==> config.mk <==
export PLATFORM = sky130hd
export DESIGN_NAME = branch_ckpt_ctrl
export DESIGN_NICKNAME = d
export VERILOG_FILES = /design/src/rtl/ooo_pkg.sv /design/src/rtl/ckpt_kill_mask.sv /design/src/rtl/branch_ckpt_ctrl.sv
export SDC_FILE = /design/constraint.sdc
export NUM_CORES = 1
export LEC_CHECK = 0
export CAP_MARGIN = 25
export CORE_MARGIN = 1.5
export CORE_UTILIZATION = 57
export CTS_CLUSTER_SIZE = 40
export DETAILED_ROUTE_END_ITERATION = 10
export GPL_TIMING_DRIVEN = 0
export PLACE_DENSITY_LB_ADDON = 0.08
export SLEW_MARGIN = 20
export SYNTH_ARGS = -nofsm -noshare
export SYNTH_HDL_FRONTEND = slang
export SYNTH_SLANG_ARGS = --single-unit
==> constraint.sdc <==
create_clock -name clk -period 3 [get_ports clk]
set_input_delay 0.9 -clock clk [delete_from_list [all_inputs] [get_ports clk]]
set_output_delay 0.9 -clock clk [all_outputs]
set_load 0.05 [all_outputs]
==> src/rtl/ooo_pkg.sv <==
// Shared out-of-order core sizing for branch checkpointing: checkpoint count,
// free-list pointer width and the derived tag type.
package ooo_pkg;
  localparam int NUM_CKPT   = 4;
  localparam int PTR_WIDTH  = 7;
  localparam int CKPT_IDX_W = $clog2(NUM_CKPT);

  typedef logic [CKPT_IDX_W-1:0] ckpt_tag_t;
endpackage

==> src/rtl/ckpt_kill_mask.sv <==
// Combinational squash mask: marks every tag from start_tag up to tail-1,
// walking the checkpoint ring circularly.
module ckpt_kill_mask
  import ooo_pkg::*;
#(
  parameter int NUM_CKPT = ooo_pkg::NUM_CKPT,
  parameter int IDX_W    = $clog2(NUM_CKPT)
) (
  input  logic [IDX_W-1:0]    start_tag,
  input  logic [IDX_W-1:0]    tail,
  output logic [NUM_CKPT-1:0] mask
);

  logic [IDX_W-1:0] span;

  // A live start_tag with tail == start_tag means the ring wrapped fully,
  // so a zero span squashes everything.
  always_comb begin
    span = tail - start_tag;
    mask = '0;
    for (int i = 0; i < NUM_CKPT; i++) begin
      mask[i] = (span == '0) || (IDX_W'(IDX_W'(i) - start_tag) < span);
    end
  end

endmodule

==> src/rtl/branch_ckpt_ctrl.sv <==
// Branch checkpoint controller: allocates in-order checkpoint tags holding the
// free-list head pointer, frees them on resolve and restores on mispredict.
module branch_ckpt_ctrl
  import ooo_pkg::*;
#(
  parameter int NUM_CKPT  = ooo_pkg::NUM_CKPT,
  parameter int PTR_WIDTH = ooo_pkg::PTR_WIDTH
) (
  input  logic                          clk,
  input  logic                          reset,
  input  logic                          disp_valid,
  input  logic [PTR_WIDTH-1:0]          disp_head_ptr,
  output logic                          disp_ready,
  output logic [$clog2(NUM_CKPT)-1:0]   disp_tag,
  input  logic                          resolve_valid,
  input  logic [$clog2(NUM_CKPT)-1:0]   resolve_tag,
  input  logic                          resolve_mispredict,
  output logic                          restore_valid,
  output logic [PTR_WIDTH-1:0]          restore_head_ptr,
  output logic [NUM_CKPT-1:0]           kill_mask,
  output logic [$clog2(NUM_CKPT):0]     ckpt_count
);

  localparam int IDX_W = $clog2(NUM_CKPT);
  localparam int CNT_W = IDX_W + 1;

  logic [NUM_CKPT-1:0]  valid;
  logic [NUM_CKPT-1:0]  valid_next;
  logic [PTR_WIDTH-1:0] saved_ptr [NUM_CKPT];
  logic [IDX_W-1:0]     tail;
  logic [NUM_CKPT-1:0]  squash;
  logic                 mispredict;
  logic                 correct;
  logic                 accept;

  function automatic logic [CNT_W-1:0] popcount(input logic [NUM_CKPT-1:0] bits);
    logic [CNT_W-1:0] n;
    n = '0;
    for (int i = 0; i < NUM_CKPT; i++) n = n + CNT_W'(bits[i]);
    return n;
  endfunction

  // Resolves against a tag that is not live are ignored entirely.
  assign mispredict = resolve_valid && resolve_mispredict && valid[resolve_tag];
  assign correct    = resolve_valid && !resolve_mispredict && valid[resolve_tag];

  // Any mispredict request blocks dispatch, even one that turns out stale.
  assign disp_ready = !valid[tail] && !(resolve_valid && resolve_mispredict);
  assign disp_tag   = tail;
  assign accept     = disp_valid && disp_ready;
  assign ckpt_count = popcount(valid);

  ckpt_kill_mask #(
    .NUM_CKPT (NUM_CKPT),
    .IDX_W    (IDX_W)
  ) u_kill_mask (
    .start_tag (resolve_tag),
    .tail      (tail),
    .mask      (squash)
  );

  always_comb begin
    valid_next = valid;
    if (correct)    valid_next[resolve_tag] = 1'b0;
    if (accept)     valid_next[tail]        = 1'b1;
    if (mispredict) valid_next              = valid_next & ~squash;
  end

  always_ff @(posedge clk) begin
    if (reset) begin
      valid            <= '0;
      tail             <= '0;
      restore_valid    <= 1'b0;
      restore_head_ptr <= '0;
      kill_mask        <= '0;
    end else begin
      valid         <= valid_next;
      restore_valid <= mispredict;
      kill_mask     <= mispredict ? squash : '0;
      if (mispredict) begin
        tail             <= resolve_tag;
        restore_head_ptr <= saved_ptr[resolve_tag];
      end else if (accept) begin
        tail <= tail + 1'b1;
      end
    end
  end

  // Saved pointers are pure data; an entry's valid bit qualifies them.
  always_ff @(posedge clk) begin
    if (accept) saved_ptr[tail] <= disp_head_ptr;
  end

endmodule

# --- Word-level counts from Yosys, hierarchy flattened ---
# Memory sizes are Yosys's and may differ from the RTL's. A register that Yosys moved wholly into a read port is not among the register bits.
# Cells that the tools add are included.
op_classes:
  muxes: 15
  addsub: 9
  n_lt_le_gt_ge: 8
  n_reduce_logical: 18
  bitwise_logic: 6
ops:
  columns: ["op", "count"]
  rows:
  - ["2-to-1 mux 4 bit", 3]
  - ["bitwise AND 4 bit", 2]
  - ["logical AND 1 bit", 8]
  - ["less-than comparator 2 bit", 4]
  - ["NOT 4 bit", 2]
  - ["less-than comparator 2 x 3 -> 1 bit, second input constant", 2]
  - ["2-to-1 mux 1 bit", 6]
  - ["binary-select mux 1 bit (select 2 bit)", 2]
  - ["demux 1 bit (select 2 bit)", 2]
  - [">= comparator 2 x 1 -> 1 bit, second input constant", 2]
  - ["logical OR 1 bit", 4]
  - ["2-to-1 mux 2 bit", 2]
  - ["bitwise OR 4 bit", 1]
  - ["subtractor 1 x 2 -> 2 bit, first input constant", 2]
  - ["subtractor 2 bit, first input constant", 2]
  - ["adder 2 x 1 -> 3 bit", 1]
  - ["adder 3 x 1 -> 3 bit", 1]
  - ["zero test 1 bit", 3]
  - ["adder 1 x 1 -> 2 bit", 1]
  - ["adder 2 x 1 -> 2 bit, second input constant", 1]
  - ["zero test 2 bit", 1]
  - ["nonzero test 2 bit", 1]
  - ["OR reduction 2 bit", 1]
  - ["subtractor 2 bit", 1]
  - ["NOT 1 bit", 1]
totals:
  memories: 1
  word_cells: 61
  mem_bits_rw: 28
  in_bits: 14
  output_inout_bits: 18
  reg_bits: 11
memory_table:
  columns: ["memory", "words", "word_bits", "read_ports", "rd_ports_with_merged_regs", "wr", "line_no", "rtl"]
  rows:
  - ["saved_ptr", 4, 7, 1, 1, 1, "branch_ckpt_ctrl.sv:29", "logic [PTR_WIDTH-1:0] saved_ptr [NUM_CKPT];"]

# --- Longest topological paths before layout ---
# Gate-level depths: netlist (run 1).
depth:
  depth_word: 11
  depth_mapped: 6
  ltp_nobuf: 6

# --- By module ---
# From an unflattened synthesis (run 1), not the netlist that was laid out.
unflattened:
  hier_cells: 158
  hier_area_um2: 2070.7
by_module_without_submodules:
  columns: ["module", "seq_area_each_um2", "n_inst", "area_per_inst_um2", "cells_each"]
  rows:
  - ["branch_ckpt_ctrl", 1201.2, 1, 1928.1, 137]
  - ["ckpt_kill_mask", 0.0, 1, 142.6, 21]

# --- Least setup slack after synthesis (run 1) ---
# No wires, ideal clock.
synth_path:
  path_type: "register to output"
  startpoint: "register tail[1] (netlist: disp_tag[1])"
  endpoint: "output port disp_ready"
  arrival_time_ps: 2039
  stages_incl_launch_ff: 3
  required_ps: 2100
  n_path_buf: 0
  setup_slack_ps: 61
  path_cell_list: "dfxtp_1 -> mux4_2 -> nor2_1"
synth_between:
  elab_chain_cells: 4
synth_lines:
  columns: ["item", "line_no", "rtl"]
  rows:
  - ["start: declaration", "branch_ckpt_ctrl.sv:30", "logic [IDX_W-1:0] tail;"]
  - ["start signal: assignment", "branch_ckpt_ctrl.sv:81", "tail <= resolve_tag;"]
  - ["start signal: assignment", "branch_ckpt_ctrl.sv:84", "tail <= tail + 1'b1;"]
  - ["binary-select mux 1 bit (select 2 bit)", "branch_ckpt_ctrl.sv:48", "assign disp_ready = !valid[tail] && !(resolve_valid && resolve_mispredict);"]
  - ["2-to-1 mux 1 bit (implied by the code)", "branch_ckpt_ctrl.sv:48", null]
  - ["zero test 1 bit", "branch_ckpt_ctrl.sv:48", null]
  - ["logical AND 1 bit", "branch_ckpt_ctrl.sv:48", null]
  - ["end: declaration", "branch_ckpt_ctrl.sv:13", "output logic disp_ready,"]
# Every way passes these cells. The select of a mux whose other input is x is not followed.

# --- Worst setup path in the final report (run 1) ---
layout_path:
  startpoint: "input port resolve_mispredict"
  endpoint: "output port disp_ready"
layout_between:
  elab_chain_cells: 3
layout_lines:
  columns: ["item", "line_no", "rtl"]
  rows:
  - ["start: declaration", "branch_ckpt_ctrl.sv:17", "input logic resolve_mispredict,"]
  - ["logical AND 1 bit", "branch_ckpt_ctrl.sv:48", null]
  - ["zero test 1 bit", "branch_ckpt_ctrl.sv:48", null]
  - ["logical AND 1 bit", "branch_ckpt_ctrl.sv:48", null]
# Every way passes these cells.

==> impl_metrics.csv, run 1 <==
group,metric,value,unit
timing,hold_ws,0.469,ns
synthesis,syn_area,2130,sq um
route,routedWlPerCell,15.4,um
synthesis,syn_area_per_cell,12.9,sq um
timing,worst_pin_slew,0.780,ns
cts,post-cts-setup-buffers,0,
floorplan,placementRows,22,
synthesis,synth_ff_type,"edfxtp_1",
layout,final_layout_size_suffix_gt1_frac,0.128,
placement,io_buffers,30,
synthesis,yosysUniqueCellTypes,33,
min_path,hold_path_class,"reg2reg",
cts,cts_buffers,5,
cts,ctsRootBufferMaster,"clkbuf_8",
global_route,grt_pass1_vias,1364,
synthesis,synth-adder-area-share,0.0859,
synthesis,yosys.area_share.simple,0.0912,
layout,fin_cells,251,
placement,hpwl,2870,um
layout,nNetsFinal,230,
setup_path,cp_max_fo,4,
setup_path,startpoint_type,"primary input",
synthesis,synth_top_cell_area_share,0.395,
synthesis,ys_async_sr_fraction,0,
floorplan,io_pins,32,
synthesis,synth_top_family_by_area,"multiplexers",
floorplan,start_util,0.585,
timing,fmax,0.347,GHz
pwr,p_total,1310,uW
timing,slew_violations,0,
pwr,p_leak,0.000978,uW
global_route,grt_max_degree,15,
setup_path,rr_worst_depth,4,
global_route,grtUsageTotal,0.215,
setup_path,crit_arrival,1.98,ns
route,via_per_inst,5.59,
synthesis,ys_seq_elements,46,
timing,rsz0062_at_grt,"false",
synthesis,synth_edf_count,28,
route,postRouteAntennaNets,0,
timing,period_needed,2.88,ns
cts,clkSinkCount,46,
pwr,power.density,509,nW/um^2
cts,clk_pin_slew_worst_paths,0.08,ns
synthesis,synth_area_leader_cell,"edfxtp_1",
floorplan,coreArea,3630,sq um
min_path,hold_depth,2,
floorplan,fp.dieW,64.1,um
cts,clock_latency,0.30,ns
synthesis,ys_warn_count,0,
timing,fin_ws,0.118,ns
synthesis,yosysSeqAreaShare,0.565,
synthesis,muxShareOfSynthArea,0.109,
outcome,outcome,"complete, no violations",
timing,fin_worst_skew,0.00487,ns
timing,hold_viol_final,0,
cts,clk_path_buf_depth,2,
placement,pre_cts_slack,-0.414,ns
route,wl,3860,um
route,vias,1404,
pwr,peakVddDrop,0.000429,V
cts,htree_levels,2,
floorplan,die_h,64.1,um
setup_path,crit_type,"in2out",
synthesis,synth_xor_area_frac,0.0165,
route,first_pass_iters,4,
route,drtIter0Drc,92,
flow_run,drv_cap,0,
synthesis,synth_fp_nets,193,
placement,gp_congestion,0.884,
synthesis,synth_compound_area_frac,0.0894,
timing,setup_viol,0,
layout,syn2layout_area_growth,21.2,%
layout,antenna_cells,0,
synthesis,synth.most_common_cell,"edfxtp_1",
synthesis,netlist_top_cells_area,"edfxtp_1 (40%), dfxtp_1 (17%), mux4_2 (8.5%), ha_1 (7.6%), inv_1 (3.0%)",
global_route,grt_overflow,0,
route,drcViolationCount,0,
setup_path,cp-end-kind,"output pin",
placement,placedCellCount,243,
timing,timing.final.crit_share,0.961,
synthesis,synth_cells,165,
timing,slew-limit-headroom,0.476,
floorplan,fp.dieArea,4110,sq um
synthesis,synth_commonest_cells,"edfxtp_1 (28), dfxtp_1 (18), inv_1 (17)",
cts,cts_tree,"done",
global_route,antenna_found_initial,0,
setup_path,worstPathRequired,2.10,ns
global_route,grt_pass1_wl,6490,um
## state kept, by name, summed over array words and instances, names as in the netlist
name              cells
restore_valid         1
disp_tag              2
saved_ptr            28
restore_head_ptr      7
valid                 4
kill_mask             4
## cell type report
type / count / area (sq um)
clock inverters: 1 / 8.76
inverters: 17 / 63.8
fillers: 276 / 1050
well taps: 48 / 60.1
repair buffers: 30 / 295
flip-flops and latches: 46 / 1200
plain buffers: 7 / 28.8
multi-input cells: 95 / 833
clock buffers: 7 / 86.3
## stage by stage
| step | util | TNS (ns) | area [sq um] |
|---|---|---|---|
| 5_1_grt | 0.710 | 0 | 2580 |
| 2_1_floorplan | - | 0 | 2130 |
| 4_1_cts | 0.710 | 0 | 2580 |
| 3_5_place_dp | 0.685 | -0.788 | 2490 |
| 3_3_place_gp | 0.685 | -0.612 | 2490 |
| 6_report | 0.710 | 0 | 2580 |
## timing repair
item	CTS	global route
hold buffers	0	0
endpoints found under the setup margin	4	3
gates resized for setup	14	4
hold endpoints to repair	0	0
## critical path: stages
cell	delay [ns]
clkdlybuf4s50_1	0.46
and2_1	0.25
nor2_1	0.11
buf_2	0.27
## final timing paths
kind	startpoint	endpoint	slack, ns
worst min register to register	restore_head_ptr[1]	restore_head_ptr[1]	0.47
worst max register to register	disp_tag[1]	saved_ptr[2][3]	0.81
worst min-delay path	restore_head_ptr[1]	restore_head_ptr[1]	0.47
worst max-delay path	resolve_mispredict	disp_ready	0.12
## metal layers
layer / part of all wire / track usage
met5: 0 / 0
met3: 0.067 / 0.0722
met4: 0.015 / 0.0842
met2: 0.46 / 0.316
met1: 0.46 / 0.296
## power breakdown
group          internal [uW]  leakage, uW  switching [uW]
Combinational           87.6     0.000528             121
Sequential               695     0.000401            15.1
Clock                    190    0.0000489             203
Total                    973     0.000978             339
## cell families (layout without fill, tap and decap cells)
| group | after synthesis | in the layout |
|---|---|---|
| xor+xnor | 2 | 2 |
| mux | 13 | 13 |
| compound gates | 32 | 32 |
| fa+ha+maj | 14 | 14 |
| simple gates | 34 | 34 |
| flops | 46 | 46 |
| buf+inv | 24 | 62 |
## cells in the final DEF, fill, tap and decap left out, types with 2 or more instances in the layout
cell,instances
nor2_1,5
o21ai_0,11
mux4_2,8
nand2_1,7
clkbuf_8,6
a221oi_1,4
edfxtp_1,28
nand3_1,8
clkdlybuf4s15_2,2
ha_1,13
nor3_1,3
and3b_1,3
nor3b_1,2
dfxtp_1,17
inv_1,17
buf_2,3
clkdlybuf4s50_1,26
a21oi_1,12
clkbuf_1,5
mux2i_1,4
Power figures use the tool's default switching activity.
==> run 2: changes to the inputs <==
CTS_BUF_LIST = sky130_fd_sc_hd__clkbuf_4 sky130_fd_sc_hd__clkbuf_8 sky130_fd_sc_hd__clkbuf_16   (was unset)
==> run 2 against run 1 <==
  * Sequential power about the same
  * Die area did not move
  * Routed wire length grew 1.3%
  * Via count rose by 1.1%
  * Combinational power about the same
  * Sequential share of layout area down 0.068 points
  * Clock-buffer cell count is the same
  * Setup slack improved by 0.0021 ns
  * Final area is 0.15% higher
  * Total power up 0.88%
  * Highest routed layer unchanged
==> impl_metrics.csv, run 2 (synthesized netlist as in run 1, its figures left out) <==
group,metric,value,unit
timing,rsz0062_at_grt,"false",
global_route,grt_overflow,0,
pwr,peakVddDrop,0.000428,V
setup_path,cp_max_fo,4,
route,wl,3910,um
setup_path,worstPathRequired,2.10,ns
timing,slew_violations,0,
flow_run,drv_cap,0,
timing,slew-limit-headroom,0.483,
setup_path,crit_arrival,1.98,ns
floorplan,die_h,64.1,um
pwr,power.density,512,nW/um^2
setup_path,regToRegStartpoint,"disp_tag[1]",
floorplan,coreArea,3630,sq um
layout,mostFrequentLayoutCells,"edfxtp_1 (28), clkdlybuf4s50_1 (26), inv_1 (17), dfxtp_1 (17), ha_1 (13)",
cts,htree_levels,2,
timing,fin_ws,0.120,ns
global_route,grtUsageTotal,0.215,
setup_path,cpPeakStageDelay,0.46,ns
setup_path,cpLargestDelayFamily,"buffers and inverters",
min_path,worstHoldStart,"restore_head_ptr[1]",
cts,cts_buffers,5,
route,postRouteAntennaNets,0,
layout,fin_area,2580,sq um
cts,clk_pin_slew_worst_paths,0.08,ns
route,drcViolationCount,0,
global_route,grt_pass1_wl,6510,um
timing,period_needed,2.88,ns
outcome,outcome,"complete, no violations",
layout,largestRegisters,"saved_ptr (28), restore_head_ptr (7)",
route,routedWlPerCell,15.6,um
layout,syn2layout_area_growth,21.4,%
setup_path,startpoint_type,"primary input",
layout,final.fill_count,273,
setup_path,cp-end-kind,"output pin",
timing,fmax,0.347,GHz
setup_path,critPathLaunch,"resolve_mispredict",
floorplan,fp.dieArea,4110,sq um
placement,dpl_cell_area,2490,sq um
timing,hold_viol_final,0,
cts,ctsRootBufferMaster,"clkbuf_8",
layout,nNetsFinal,230,
timing,timing.final.crit_share,0.960,
timing,hold_ws,0.467,ns
floorplan,placementRows,22,
min_path,hold_path_class,"reg2reg",
cts,cts_hold_buf,0,
layout,antenna_cells,0,
floorplan,io_pins,32,
layout,layout_commonest_cell,"edfxtp_1",
placement,pre_cts_slack,-0.414,ns
route,first_pass_iters,4,
setup_path,worst_path_max_delay_cell,"clkdlybuf4s50_1",
timing,setup_viol,0,
placement,io_buffers,30,
pwr,p_leak,0.000982,uW
cts,clk_path_buf_depth,2,
global_route,antenna_found_initial,0,
placement,hpwl,2870,um
global_route,grt_max_degree,15,
layout,largest_reg_flops,28,
placement,gp_congestion,0.884,
setup_path,crit_type,"in2out",
cts,cts_tree,"done",
cts,post-cts-setup-buffers,0,
setup_path,cp_cell_sequence,"clkdlybuf4s50_1 -> and2_1 -> nor2_1 -> buf_2",
route,via_per_inst,5.65,
cts,clkSinkCount,46,
route,drtIter0Drc,84,
placement,placedCellCount,243,
timing,fin_worst_skew,0.00581,ns
setup_path,crit_buf_inv,2,
floorplan,start_util,0.585,
timing,worst_pin_slew,0.769,ns
layout,final_layout_size_suffix_gt1_frac,0.133,
layout,fin_cells,251,
route,vias,1419,
floorplan,fp.dieW,64.1,um
global_route,grt_pass1_vias,1360,
layout,regMostFlops,"saved_ptr",
cts,clock_latency,0.30,ns
## run 2: cell types whose count changed in the layout (fill, tap and decap cells not counted)
cell and change:
clkbuf_4 +1, clkbuf_1 -1
## run 2: routing by layer
layer  wire length, um  GRT usage  share of wire
met3               298     0.0722          0.076
met5                 0          0              0
met1              1770      0.298           0.45
met2              1780      0.315           0.46
met4                57     0.0842          0.015
## run 2: cell type report
type	count	area, sq um	share of cell area
clock buffer	7	90.1	0.0349
buffer	7	28.8	0.0111
multi-input combinational	95	833	0.323
clock inverter	1	8.76	0.00339
sequential	46	1200	0.466
timing repair buffer	30	295	0.114
inverter	17	63.8	0.0247
tap	48	60.1	0.0233
## run 2: worst register-to-register path: cells and delay by family, from the launching register on
family                 cells  cell delay, ns
muxes                      1            0.60
DFF                        1            0.53
buffers and inverters      1            0.28
and+or+nand+nor            2            0.47
## run 2: through the flow
stage               total power, uW   util  TNS, ns
floorplan                       868      -        0
global route                   1380  0.711        0
CTS                            1330  0.711        0
finish                         1320  0.711        0
detailed placement              936  0.685   -0.788
global placement                931  0.685   -0.612
## run 2: worst paths after layout
check        slack (ns)  depth (start not counted)             endpoint
min reg2reg        0.47                          2  restore_head_ptr[1]
max                0.12                          4           disp_ready
min                0.47                          2  restore_head_ptr[1]
max reg2reg        0.80                          4      saved_ptr[3][1]
## run 2: power by group
group          switching [uW]  internal, uW
Combinational             121          87.6
Sequential               15.2           695
Clock                     205           199
## run 2: repair_timing
action / CTS / global route
endpoints found under the hold margin: 0 / 0
gates resized for setup: 14 / 4
endpoints found under the setup margin: 4 / 3
==> run 3: changes to the inputs <==
SKIP_LAST_GASP = 1   (was unset)
==> run 3 against run 2 <==
  * Combinational power is essentially flat
  * Global-route usage unchanged
  * Utilization down 0.28 points
  * Die area stayed put
  * Critical endpoint is now ckpt_count[1]
==> impl_metrics.csv, run 3 (synthesized netlist as in run 1, its figures left out) <==
group,metric,value,unit
floorplan,io_pins,32,
setup_path,critPathLaunch,"valid[0]",
route,via_per_inst,5.65,
placement,gp_congestion,0.884,
route,drtIter0Drc,76,
layout,antenna_cells,0,
setup_path,startpoint_type,"flop",
timing,setup_viol,0,
setup_path,worstPathRequired,2.10,ns
cts,htree_levels,2,
floorplan,die_h,64.1,um
global_route,grt.busiest_layer,"met2",
setup_path,crit_arrival,2.03,ns
setup_path,regToRegStartpoint,"disp_tag[1]",
route,vias,1418,
pwr,power.density,515,nW/um^2
global_route,grt_overflow,0,
setup_path,crit_type,"reg2out",
global_route,antenna_found_initial,0,
layout,largest_reg_flops,28,
cts,cts_tree,"done",
floorplan,fp.dieW,64.1,um
global_route,grtUsageTotal,0.215,
route,first_pass_iters,5,
pwr,p_leak,0.000984,uW
pwr,peakVddDrop,0.000426,V
setup_path,worst_path_max_delay_cell,"fa_1",
route,routedWlPerCell,15.5,um
global_route,grt_max_degree,15,
route,postRouteAntennaNets,0,
layout,fin_util,0.708,
layout,mostFrequentLayoutCells,"edfxtp_1 (28), clkdlybuf4s50_1 (26), dfxtp_1 (18)",
layout,final_layout_size_suffix_gt1_frac,0.128,
global_route,grt_util_met2,0.315,
global_route,grt_pass1_wl,6510,um
cts,cts_buffers,5,
timing,rsz0062_at_grt,"true",
layout,regMostFlops,"saved_ptr",
cts,clock_latency,0.30,ns
floorplan,placementRows,22,
setup_path,cp_max_fo,4,
global_route,grt_pass1_vias,1360,
placement,placedCellCount,243,
timing,fin_worst_skew,0.00751,ns
min_path,hold_path_class,"reg2reg",
global_route,met3_usage,0.0722,
cts,cts_hold_buf,0,
placement,dpl_cell_area,2490,sq um
outcome,outcome,"complete, no violations",
setup_path,rr_worst_depth,4,
floorplan,start_util,0.585,
timing,period_needed,2.93,ns
timing,timing.final.crit_share,0.978,
setup_path,cpLargestDelayFamily,"adder cells",
setup_path,cp_cell_sequence,"inv_1 -> fa_1 -> inv_1 -> ha_1 -> ha_1 -> buf_2",
setup_path,cp.depth,6,
timing,worst_pin_slew,0.755,ns
setup_path,cpPeakStageDelay,0.53,ns
layout,fin_area,2570,sq um
setup_path,crit_buf_inv,3,
cts,clk_pin_slew_worst_paths,0.08,ns
layout,fin_cells,251,
setup_path,crit_end,"ckpt_count[1]",
timing,slew-limit-headroom,0.492,
placement,io_buffers,30,
timing,fmax,0.341,GHz
route,wl,3900,um
floorplan,fp.dieArea,4110,sq um
layout,nNetsFinal,230,
cts,clkSinkCount,46,
timing,hold_viol_final,0,
placement,hpwl,2870,um
setup_path,reg2reg_setup_slack,0.79,ns
setup_path,cp-end-kind,"output pin",
global_route,use_met1,0.298,
layout,syn2layout_area_growth,20.9,%
timing,slew_violations,0,
flow_run,drv_cap,0,
route,drcViolationCount,0,
setup_path,r2r_end,"saved_ptr[2][4]",
cts,clk_path_buf_depth,2,
layout,largestRegisters,"saved_ptr (28), restore_head_ptr (7)",
layout,layout_commonest_cell,"edfxtp_1",
cts,ctsRootBufferMaster,"clkbuf_8",
floorplan,coreArea,3630,sq um
==> run 3: power by group <==
group / switching [uW] / internal [uW] / total [uW] / leakage [uW]
Clock: 206 / 199 / 406 / 0.0000523
Sequential: 15.1 / 694 / 710 / 0.000401
Combinational: 121 / 87.4 / 208 / 0.000531
Total: 342 / 981 / 1320 / 0.000984
==> run 3: worst register-to-register path, stage by stage (launching register included) <==
cell and delay (ns):
dfxtp_1 0.53, mux4_2 0.60, nor3b_4 0.33, nand2_1 0.15, inv_1 0.28
==> run 3: final cells by class <==
cell class              count  area, sq um
flip-flops and latches     46         1200
fillers                   275         1060
multi-input cells          95          833
repair buffers             30          287
clock buffers               7         90.1
inverters                  17         63.8
well taps                  48         60.1
plain buffers               7         28.8
clock inverters             1         8.76
==> run 3: worst min path at each step <==
stage | from | endpoint | slack, ns | cells past startpoint
floorplan | valid[1] | valid[1] | 0.49 | 2
global placement | restore_head_ptr[5] | restore_head_ptr[5] | 0.45 | 2
detailed placement | restore_head_ptr[5] | restore_head_ptr[5] | 0.46 | 2
CTS | restore_head_ptr[5] | restore_head_ptr[5] | 0.47 | 2
global route | restore_head_ptr[5] | restore_head_ptr[5] | 0.48 | 2
finish | restore_head_ptr[1] | restore_head_ptr[1] | 0.47 | 2
==> run 3: metrics by stage <==
step                      worst slack (ns)  power, uW  TNS, ns  hold WS [ns]
after floorplan                     0.0610        868        0         0.487
after global routing               -0.0400       1370  -0.0400         0.484
after CTS                          -0.0723       1330  -0.0723         0.468
final                               0.0651       1320        0         0.467
after global placement              -0.367        931   -0.612         0.455
after detailed placement            -0.414        936   -0.788         0.458
==> run 3: repair_timing <==
item,CTS,global route
resized for setup,12,6
endpoints found under the setup margin,4,3
buffers inserted,0,0
==> run 3: routing by layer <==
layer | share of wire | wire length, um
met5 | 0 | 0
met4 | 0.015 | 57
met3 | 0.076 | 295
met2 | 0.46 | 1790
met1 | 0.45 | 1760
==> patch (settings of run 3) <==
Register the output `ckpt_count`, with the module's reset; this adds one clock of latency there. The other outputs are not delayed to match.
--- a/src/rtl/branch_ckpt_ctrl.sv
+++ b/src/rtl/branch_ckpt_ctrl.sv
@@ -48,7 +48,13 @@
   assign disp_ready = !valid[tail] && !(resolve_valid && resolve_mispredict);
   assign disp_tag   = tail;
   assign accept     = disp_valid && disp_ready;
-  assign ckpt_count = popcount(valid);
+  always_ff @(posedge clk) begin
+    if (reset) begin
+      ckpt_count <= '0;
+    end else begin
+      ckpt_count <= popcount(valid);
+    end
+  end
 
   ckpt_kill_mask #(
     .NUM_CKPT (NUM_CKPT),
Check against the original RTL: not equivalent (a bounded check fails within 4 cycles, from zero or initial values and one cycle with reset high).
==> patch against run 3 <==
Synthesized area up 4.2%. Final area up 4.7%. Largest power group unchanged. Highest routed layer unchanged. Sequential cell count up 3. Critical path type is now input pin to output port. Sequential share of layout area up 0.15 points. Setup slack better by 0.055 ns. Worst hold slack better by 0.0019 ns. Total power up 8.4%. Core utilization up 2.2 points. Routed wire length up 12%. Register-to-register slack worse by 0.12 ns.
==> patch: results (changes against run 3) <==
* Number of port buffers at 31 (+3.3%)
* Post-Route M1 WL at 1820 um (+3.8%)
* GR Util met1 at 30.8% (+0.96 points)
* Synth Area in XOR/XNOR at 1.41% (-0.24 points)
* Clock buf/inv share at 4.28% (+0.43 points)
* Slew HR at 61.1% (+12 points)
* Compound-Gate Fraction of Synth Area at 8.58% (-0.36 points)
* CP Capture Point: disp_ready
* Synth cell types at 37 (+12%)
* Reg2Reg Capture Point: saved_ptr[0][5]
* Worst r2r src: disp_tag[0]
* Mapped Cells at 171 (+3.6%)
* Vias in the first global route at 1509 (+11%)
* Seq/Total Area, Yosys at 56.9% (+0.45 points)
* Nets at 236 (+2.6%)
* Multi-input gates at 98 (+3.2%)
* DR WL met3 at 276 um (-6.4%)
* All-Layer GR Usage at 23.4% (+1.9 points)
* Yosys reg bits at 49 (+6.5%)
* FILL cells at 238 (-13%)
* Adder-Cell Fraction of Synth Area at 8.24% (-0.34 points)
* Gp weighted congestion at 0.859 (-2.8%)
* Non-Filler Instances at 257 (+2.4%)
* Met3 usage at 5.82% (-1.4 points)
* Mux share of post-synthesis cell area at 10.4% (-0.44 points)
* Critical Path Source: resolve_mispredict
* Clock Buffer Count at 6 (-1)
* VDD IR-drop max at 0.377 mV (-12%)
* Mapped Nets at 199 (+3.1%)
* Total wire length at 4380 um (+12%)
* Sequential cell area share at 46.8% (+0.15 points)
* Reg2reg setup slack at 0.67 ns (-0.12 ns)
* Status: completed
* Worst EP arrival at 1.98 ns (-0.05 ns)
patch: per-stage QoR:
step	total power [W]	area [um2]	setup slack (ns)	hold WS (ns)	utilization [%]
after floorplan	0.000904	2220	0.0175	0.496	-
after global placement	0.000969	2590	-0.382	0.451	70.1
after detailed placement	0.000979	2590	-0.408	0.461	70.1
after CTS	0.00144	2700	0.0223	0.472	73.3
after global routing	0.00149	2690	0.0361	0.490	73.0
final	0.00144	2690	0.120	0.469	73.0
patch: timing repair:
action / CTS / global route
endpoints found under the setup margin: 1 / 3
resized for setup: 3 / 2
gates cloned: 0 / 0
hold endpoints to repair: 0 / 0
patch: where the power goes:
group,internal (W),total [W],switching (W)
combinational,0.0000883,0.000211,0.000122
sequential,0.000736,0.000754,0.0000178
clock,0.000259,0.000470,0.000211
total,0.00108,0.00144,0.000351
patch: critical path: stages:
cell and delay (ns):
clkdlybuf4s50_1 0.44, and2_2 0.25, nor2_1 0.11, buf_2 0.27
